===== config.mk =====
export PLATFORM = sky130hd
export DESIGN_NAME = match_gaussian_flat
export DESIGN_NICKNAME = d
export VERILOG_FILES = /design/src/rtl/match_gaussian_if.sv /design/src/rtl/match_gaussian.sv /design/src/flat_wrapper.sv
export SDC_FILE = /design/constraint.sdc
export NUM_CORES = 2
export LEC_CHECK = 0
export BUFFER_PORTS_ARGS = -buffer_cell sky130_fd_sc_hd__buf_2
export CAP_MARGIN = 30
export CORE_MARGIN = 3
export CORE_UTILIZATION = 55
export DETAILED_ROUTE_END_ITERATION = 16
export GPL_ROUTABILITY_DRIVEN = 1
export PLACE_DENSITY = 0.75
export SKIP_CTS_REPAIR_TIMING = 1
export SLEW_MARGIN = 0
export SYNTH_ARGS = -nofsm -noshare
export SYNTH_HDL_FRONTEND = slang
export SYNTH_SLANG_ARGS = --single-unit

===== constraint.sdc =====
create_clock -name clk_i -period 21.8 [get_ports clk_i]
set_input_delay 4.36 -clock clk_i [delete_from_list [all_inputs] [get_ports clk_i]]
set_output_delay 4.36 -clock clk_i [all_outputs]
set_load 0.005 [all_outputs]

===== src/rtl/match_gaussian_if.sv =====
// Handshake/operand bundle between a Gaussian-match requester and match_gaussian.
interface match_gaussian_if;
   localparam int unsigned DW = 32;

   logic          en_match;
   logic [DW-1:0] grey;
   logic [DW-1:0] in_mugreyi;
   logic [DW-1:0] in_sigmai;
   logic          rd_match;
   logic          match;
   logic          busy;
   logic [DW-1:0] out_grey;
   logic [DW-1:0] out_mugreyi;
   logic [DW-1:0] out_sigmai;

   modport master (
      output en_match, grey, in_mugreyi, in_sigmai,
      input  rd_match, match, busy, out_grey, out_mugreyi, out_sigmai
   );

   modport slave (
      input  en_match, grey, in_mugreyi, in_sigmai,
      output rd_match, match, busy, out_grey, out_mugreyi, out_sigmai
   );
endinterface


===== src/rtl/match_gaussian.sv =====
// Decides whether a grey pixel lies within THR_K*sigma of a Gaussian mean, using
// strobe-handshaked single-precision add and multiply cores.
module match_gaussian_fp_core #(
   parameter bit          IS_MUL = 1'b0,
   parameter int unsigned LAT    = 1
) (
   input  logic        clk,
   input  logic        rst,
   input  logic [31:0] input_a,
   input  logic        input_a_stb,
   input  logic [31:0] input_b,
   input  logic        input_b_stb,
   output logic [31:0] output_z,
   output logic        output_z_stb,
   input  logic        output_z_ack
);
   localparam logic [31:0] QNAN = 32'h7FC0_0000;

   typedef enum logic [1:0] {C_LOAD, C_RUN, C_OUT} cstate_t;

   cstate_t     state_q, state_n;
   logic        got_a_q, got_b_q;
   logic [31:0] a_q, b_q, z_q, result_c;
   logic [7:0]  cnt_q;

   // Round-to-nearest-even packing of a normalised 24-bit significand.
   function automatic logic [31:0] fp_pack(input logic s, input logic signed [10:0] e,
                                           input logic [23:0] m, input logic g, input logic st);
      logic [24:0]        mr;
      logic signed [10:0] er;
      mr = {1'b0, m} + 25'(g & (st | m[0]));
      er = e;
      if (mr[24]) begin
         mr = mr >> 1;
         er = er + 11'sd1;
      end
      if (er >= 11'sd255) return {s, 8'hFF, 23'd0};
      else if (er <= 11'sd0) return {s, 31'd0};
      else return {s, er[7:0], mr[22:0]};
   endfunction

   // Denormal operands are treated as zero.
   function automatic logic [31:0] fp_add(input logic [31:0] a, input logic [31:0] b);
      logic [31:0]        x, y;
      logic [26:0]        mx, my, sh;
      logic [27:0]        sum;
      logic [7:0]         d;
      logic               sticky;
      logic signed [10:0] e;
      if ((a[30:23] == 8'hFF && a[22:0] != 23'd0) || (b[30:23] == 8'hFF && b[22:0] != 23'd0))
         return QNAN;
      if (a[30:23] == 8'hFF && b[30:23] == 8'hFF) return (a[31] != b[31]) ? QNAN : a;
      if (a[30:23] == 8'hFF) return a;
      if (b[30:23] == 8'hFF) return b;
      if (a[30:23] == 8'd0 && b[30:23] == 8'd0) return {a[31] & b[31], 31'd0};
      if (a[30:23] == 8'd0) return b;
      if (b[30:23] == 8'd0) return a;
      if (a[30:0] >= b[30:0]) begin
         x = a; y = b;
      end else begin
         x = b; y = a;
      end
      mx = {1'b1, x[22:0], 3'b000};
      my = {1'b1, y[22:0], 3'b000};
      d  = x[30:23] - y[30:23];
      if (d >= 8'd27) begin
         sh     = 27'd0;
         sticky = 1'b1;
      end else begin
         sh     = my >> d;
         sticky = ((sh << d) != my);
      end
      sh[0] = sh[0] | sticky;
      e = $signed({3'b000, x[30:23]});
      if (x[31] == y[31]) sum = {1'b0, mx} + {1'b0, sh};
      else                sum = {1'b0, mx} - {1'b0, sh};
      if (sum == 28'd0) return 32'd0;
      if (sum[27]) begin
         sum = {1'b0, sum[27:2], sum[1] | sum[0]};
         e   = e + 11'sd1;
      end else begin
         for (int i = 0; i < 27; i++) begin
            if (!sum[26]) begin
               sum = sum << 1;
               e   = e - 11'sd1;
            end
         end
      end
      return fp_pack(x[31], e, sum[26:3], sum[2], sum[1] | sum[0]);
   endfunction

   function automatic logic [31:0] fp_mul(input logic [31:0] a, input logic [31:0] b);
      logic               s, a_inf, b_inf, a_zero, b_zero;
      logic [47:0]        p;
      logic signed [10:0] e;
      s      = a[31] ^ b[31];
      a_inf  = (a[30:23] == 8'hFF);
      b_inf  = (b[30:23] == 8'hFF);
      a_zero = (a[30:23] == 8'd0);
      b_zero = (b[30:23] == 8'd0);
      if ((a_inf && a[22:0] != 23'd0) || (b_inf && b[22:0] != 23'd0)) return QNAN;
      if ((a_inf && b_zero) || (b_inf && a_zero)) return QNAN;
      if (a_inf || b_inf) return {s, 8'hFF, 23'd0};
      if (a_zero || b_zero) return {s, 31'd0};
      p = 48'({1'b1, a[22:0]}) * 48'({1'b1, b[22:0]});
      e = $signed({3'b000, a[30:23]}) + $signed({3'b000, b[30:23]}) - 11'sd127;
      if (p[47]) return fp_pack(s, e + 11'sd1, p[47:24], p[23], |p[22:0]);
      else       return fp_pack(s, e, p[46:23], p[22], |p[21:0]);
   endfunction

   always_ff @(posedge clk or posedge rst) begin
      if (rst) state_q <= C_LOAD;
      else     state_q <= state_n;
   end

   always_comb begin
      state_n      = state_q;
      output_z_stb = 1'b0;
      result_c     = IS_MUL ? fp_mul(a_q, b_q) : fp_add(a_q, b_q);
      case (state_q)
         C_LOAD: if (got_a_q && got_b_q) state_n = C_RUN;
         C_RUN:  if (cnt_q == 8'(LAT - 1)) state_n = C_OUT;
         C_OUT: begin
            output_z_stb = 1'b1;
            if (output_z_ack) state_n = C_LOAD;
         end
         default: state_n = C_LOAD;
      endcase
   end

   // Operand capture and the fixed-latency compute pipeline.
   always_ff @(posedge clk or posedge rst) begin
      if (rst) begin
         got_a_q <= 1'b0;
         got_b_q <= 1'b0;
         a_q     <= 32'd0;
         b_q     <= 32'd0;
         z_q     <= 32'd0;
         cnt_q   <= 8'd0;
      end else begin
         case (state_q)
            C_LOAD: begin
               cnt_q <= 8'd0;
               if (input_a_stb) begin
                  a_q     <= input_a;
                  got_a_q <= 1'b1;
               end
               if (input_b_stb) begin
                  b_q     <= input_b;
                  got_b_q <= 1'b1;
               end
            end
            C_RUN: begin
               cnt_q <= cnt_q + 8'd1;
               if (state_n == C_OUT) z_q <= result_c;
            end
            C_OUT: if (output_z_ack) begin
               got_a_q <= 1'b0;
               got_b_q <= 1'b0;
            end
            default: ;
         endcase
      end
   end

   assign output_z = z_q;
endmodule

module match_gaussian #(
   parameter logic [31:0] THR_K = 32'h4020_0000
) (
   input  logic              clk_i,
   input  logic              rst_i,
   match_gaussian_if.slave   bus
);
   localparam int unsigned DW = 32;

   typedef enum logic [2:0] {S_IDLE, S_ISSUE, S_WAIT, S_CMP, S_DONE} state_t;

   state_t        state_q, state_n;
   logic [DW-1:0] grey_q, mu_q, sigma_q;
   logic [DW-1:0] add_z, mul_z, add_q, mul_q, absd_c, thr_c;
   logic          add_stb, mul_stb, got_add_q, got_mul_q;
   logic          issue_c, collect_c, cmp_c;
   logic          rd_q, match_q, busy_q;

   match_gaussian_fp_core #(.IS_MUL(1'b0), .LAT(3)) u_add (
      .clk(clk_i), .rst(rst_i),
      .input_a(grey_q),                  .input_a_stb(issue_c),
      .input_b({1'b1, mu_q[DW-2:0]}),    .input_b_stb(issue_c),
      .output_z(add_z), .output_z_stb(add_stb), .output_z_ack(1'b1)
   );

   match_gaussian_fp_core #(.IS_MUL(1'b1), .LAT(1)) u_mul (
      .clk(clk_i), .rst(rst_i),
      .input_a(sigma_q), .input_a_stb(issue_c),
      .input_b(THR_K),   .input_b_stb(issue_c),
      .output_z(mul_z), .output_z_stb(mul_stb), .output_z_ack(1'b1)
   );

   always_ff @(posedge clk_i or posedge rst_i) begin
      if (rst_i) state_q <= S_IDLE;
      else       state_q <= state_n;
   end

   // A strobe arriving in the same cycle as the check counts, giving a two-cycle tail.
   always_comb begin
      state_n   = state_q;
      issue_c   = (state_q == S_ISSUE);
      collect_c = (state_q == S_ISSUE) || (state_q == S_WAIT);
      absd_c    = add_q & 32'h7FFF_FFFF;
      thr_c     = mul_q & 32'h7FFF_FFFF;
      cmp_c     = (absd_c[30:23] != 8'hFF) && (thr_c[30:23] != 8'hFF) && (absd_c < thr_c);
      case (state_q)
         S_IDLE:  if (bus.en_match) state_n = S_ISSUE;
         S_ISSUE: state_n = S_WAIT;
         S_WAIT:  if ((got_add_q || add_stb) && (got_mul_q || mul_stb)) state_n = S_CMP;
         S_CMP:   state_n = S_DONE;
         S_DONE:  state_n = S_IDLE;
         default: state_n = S_IDLE;
      endcase
   end

   // Core results are only collected while a request is in flight.
   always_ff @(posedge clk_i or posedge rst_i) begin
      if (rst_i) begin
         got_add_q <= 1'b0;
         got_mul_q <= 1'b0;
         add_q     <= '0;
         mul_q     <= '0;
      end else begin
         if (collect_c && add_stb) add_q <= add_z;
         if (collect_c && mul_stb) mul_q <= mul_z;
         if (state_n == S_CMP) begin
            got_add_q <= 1'b0;
            got_mul_q <= 1'b0;
         end else if (collect_c) begin
            if (add_stb) got_add_q <= 1'b1;
            if (mul_stb) got_mul_q <= 1'b1;
         end
      end
   end

   always_ff @(posedge clk_i or posedge rst_i) begin
      if (rst_i) begin
         grey_q  <= '0;
         mu_q    <= '0;
         sigma_q <= '0;
         rd_q    <= 1'b0;
         match_q <= 1'b0;
         busy_q  <= 1'b0;
      end else begin
         busy_q <= (state_n != S_IDLE);
         rd_q   <= (state_n == S_DONE);
         if (state_q == S_IDLE && bus.en_match) begin
            grey_q  <= bus.grey;
            mu_q    <= bus.in_mugreyi;
            sigma_q <= bus.in_sigmai;
         end
         if (state_q == S_CMP) match_q <= cmp_c;
      end
   end

   assign bus.rd_match    = rd_q;
   assign bus.match       = match_q;
   assign bus.busy        = busy_q;
   assign bus.out_grey    = grey_q;
   assign bus.out_mugreyi = mu_q;
   assign bus.out_sigmai  = sigma_q;
endmodule


===== src/flat_wrapper.sv =====
// flat-port wrapper written by rule: the top's interface ports become plain ports
module match_gaussian_flat 
#(
   parameter logic [31:0] THR_K = 32'h4020_0000
)
  (clk_i, rst_i, bus_en_match, bus_grey, bus_in_mugreyi, bus_in_sigmai, bus_rd_match, bus_match, bus_busy, bus_out_grey, bus_out_mugreyi, bus_out_sigmai);
  match_gaussian_if bus_i ();
  input  logic clk_i;
  input  logic rst_i;
  input wire logic [$bits(bus_i.en_match)-1:0] bus_en_match;
  input wire logic [$bits(bus_i.grey)-1:0] bus_grey;
  input wire logic [$bits(bus_i.in_mugreyi)-1:0] bus_in_mugreyi;
  input wire logic [$bits(bus_i.in_sigmai)-1:0] bus_in_sigmai;
  output wire logic [$bits(bus_i.rd_match)-1:0] bus_rd_match;
  output wire logic [$bits(bus_i.match)-1:0] bus_match;
  output wire logic [$bits(bus_i.busy)-1:0] bus_busy;
  output wire logic [$bits(bus_i.out_grey)-1:0] bus_out_grey;
  output wire logic [$bits(bus_i.out_mugreyi)-1:0] bus_out_mugreyi;
  output wire logic [$bits(bus_i.out_sigmai)-1:0] bus_out_sigmai;
  assign bus_i.en_match = bus_en_match;
  assign bus_i.grey = bus_grey;
  assign bus_i.in_mugreyi = bus_in_mugreyi;
  assign bus_i.in_sigmai = bus_in_sigmai;
  assign bus_rd_match = bus_i.rd_match;
  assign bus_match = bus_i.match;
  assign bus_busy = bus_i.busy;
  assign bus_out_grey = bus_i.out_grey;
  assign bus_out_mugreyi = bus_i.out_mugreyi;
  assign bus_out_sigmai = bus_i.out_sigmai;
  match_gaussian #(.THR_K(THR_K)) u_core (.clk_i(clk_i), .rst_i(rst_i), .bus(bus_i));
endmodule

==> impl_metrics.yaml <==
outcome:
  outcome: "complete, but fails checks"
  violations: "setup timing"
job:
  maxCapViolCount: 0
sta:
  slew_viol_final: 0
  tightestPinTransition_ps: 1034
  final_hold_viol_count: 0
  finalSetupViolations: 31
  finalCriticalPeriod_ps: 22590
  finalWorstSetupSlack_ps: -790.8
  max_slew_margin_pct: 31.06
  timing.final.crit_share_pct: 103.6
  rsz0062_at_grt: "yes"
  fmax_ghz: 0.04427
  fin_skew_ps: 47.50
route:
  wl_mm: 178.2
  drc: 0
  num_vias: 47220
  drtAntennaViolNets: 0
  via_per_inst: 6.871
  drt_pass1_iterations: 9
  drt_iter0_drc: 6053
  wl_per_cell_microns: 25.93
worst_setup_path:
  critPathBufInv: 11
  crit_family: "adder cells"
  cp_max_fo: 10
  path_class: "flop to flop"
  slowest_stage: "o211ai_1"
  start_kind: "flop"
  cp_data_required_time_ps: 22220
  endpoint_kind: "flop"
  critPathMaxStageDelay_ps: 450
  arrival_ps: 23010
place:
  hpwlAfterDp_mm: 135.9
  port_buffers: 197
  place.gp.congestion: 1.084
  post_dp_cell_area_sq_mm: 0.04738
floorplan:
  dieWidth_microns: 277.9
  die_area_sq_mm: 0.07722
  rows: 99
  die_h_microns: 277.9
  start_util_pct: 55.63
  ios: 198
  core_area_sq_mm: 0.07308
clocking:
  clock_latency_ps: 580
  clock_path_buffers: 3
  cts_root_buf: "clkbuf_16"
  h-tree-depth: 2
  cts.sink_count: 346
  clk_pin_slew_ps: 60
  cts-buffers-inserted: 37
  cts_tree: "built"
logic_synthesis:
  ys_ff_latch: 346
  synthFlopType: "dfrtp_1"
  async_flop_share_pct: 100.0
  yosysTopAreaCell: "dfrtp_1"
  synth.cell_area_sq_mm: 0.04066
  syn-num-nets: 5485
  yosys.area.top_type_share_pct: 21.30
  synth_top_family_by_area: "compound AO/OA/AOI/OAI gates"
  yosys.area_share.simple_pct: 23.23
  synth_xor_area_share_pct: 7.149
  synth_mux_area_share_pct: 10.43
  synth_edf_count: 0
  synth_area_per_cell_sq_um: 7.829
  syn_inst: 5193
  yosysWarnings: 0
  ys_types: 144
  synthTopCellsByArea: "dfrtp_1 (21%), mux2_2 (7.0%), ha_1 (5.9%)"
  synth_fa_ha_area_share_pct: 6.026
  synth_compound_area_share_pct: 26.39
  ys_seq_area_share_pct: 21.30
grt:
  grt_first_pass_wirelength_mm: 264.3
  grt_pass1_vias: 44670
  grt_max_degree: 151
  track_usage_pct: 43.19
  overflow: 0
  grt_antenna_before_repair: 8
finish:
  drive_above_1_share_pct: 28.01
  final_common_cell: "buf_4"
  multi_input_area_sq_mm: 0.03138
  final_net_count: 6170
  design_area_sq_mm: 0.05011
  nFillCells: 5966
  syn2layout_area_growth_pct: 23.25
  final_cell_mix: "buf_4 (717), nand2_1 (513), nor2_1 (422), a21oi_1 (347), dfrtp_1 (345)"
  regArea_sq_mm: 0.008660
hold_path:
  hp-class: "flop to flop"
-- cell families (layout without fill, tap and decap cells) --
family / count (synthesis) / in the layout
muxes: 376 / 376
buffers and inverters: 490 / 1202
AOI/OAI and AO/OA: 1583 / 1583
xor gates and xnor gates: 295 / 295
DFF: 346 / 346
and+or+nand+nor: 1908 / 1909
adders and majority gates: 195 / 195
other: 0 / 7
-- cell usage after synthesis, drive strengths merged, types with 48 or more instances --
| library cell | n |
|---|---|
| a221oi | 48 |
| dfrtp | 346 |
| mux2i | 110 |
| and2 | 84 |
| a31oi | 76 |
| nor2 | 449 |
| buf | 103 |
| nand2 | 530 |
| xor2 | 103 |
| a211oi | 67 |
| inv | 184 |
| nand2b | 53 |
| o211ai | 88 |
| nand3 | 199 |
| o21ai | 366 |
| a21oi | 373 |
| a21o | 68 |
| nor3 | 167 |
| and3 | 53 |
| mux2 | 254 |
| clkbuf | 197 |
| xnor2 | 186 |
| nor4 | 65 |
| ha | 191 |
| nand4 | 88 |
-- cell type report --
type	count	share of cell area [%]
repair buffers	948	13.76
flip-flops and latches	346	17.28
multi-input cells	4358	62.63
clock buffers	51	2.033
inverters	187	1.421
clock inverters	16	0.4445
diodes	7	0.03496
well taps	959	2.395
-- sequential cells by signal, indices dropped and copies added (netlist names), 2 cells and up --
name                    cells
u_core.u_add.state_q        2
u_core.u_add.a_q           32
u_core.add_q               31
u_core.bus.out_mugreyi     32
u_core.bus.out_sigmai      32
u_core.u_mul.a_q           31
u_core.state_q              3
u_core.u_add.output_z      31
u_core.u_mul.state_q        2
u_core.u_mul.output_z      31
u_core.u_mul.cnt_q          8
u_core.u_add.cnt_q          8
u_core.bus.out_grey        32
u_core.u_add.b_q           32
u_core.mul_q               31
-- metal layers --
layer  GRT usage, %  vias to the layer above  wire length, microns
li1               -                    20760                     -
met1          54.26                    22460                 67530
met2          69.28                     3231                 79620
met3          10.71                      757                 20320
met4          21.31                       10                 10640
met5              0                        -                    77
-- through the flow --
step	setup WS (ps)	util (%)	setup TNS, ps	hold slack [ps]	cells
floorplan	-40.05	-	-98.89	442.9	5193
global placement	-163.9	64.73	-1470	460.4	6732
detailed placement	-765.0	64.84	-18250	465.0	6737
CTS	-890.6	66.53	-22220	479.8	6804
global route	-1745	68.54	-49620	499.5	6866
finish	-790.8	68.57	-20310	482.3	6872
-- path summary, 6_finish.rpt --
kind | startpoint | endpoint | cells past startpoint | slack (ps)
max in group asynchronous | rst_i | u_core.u_add.b_q[31] | 4 | 16380
min | u_core.u_mul.output_z[26] | u_core.u_mul.output_z[26] | 1 | 480
max | u_core.u_add.a_q[29] | u_core.u_add.output_z[13] | 116 | -790
min in group asynchronous | rst_i | u_core.u_mul.a_q[8] | 2 | 3740
min reg2reg | u_core.u_mul.output_z[26] | u_core.u_mul.output_z[26] | 1 | 480
max reg2reg | u_core.u_add.a_q[29] | u_core.u_add.output_z[13] | 116 | -790
Power is left out: the tool's default activity adds up to more than one toggle a clock period on the data nets, which glitch-free logic cannot reach.
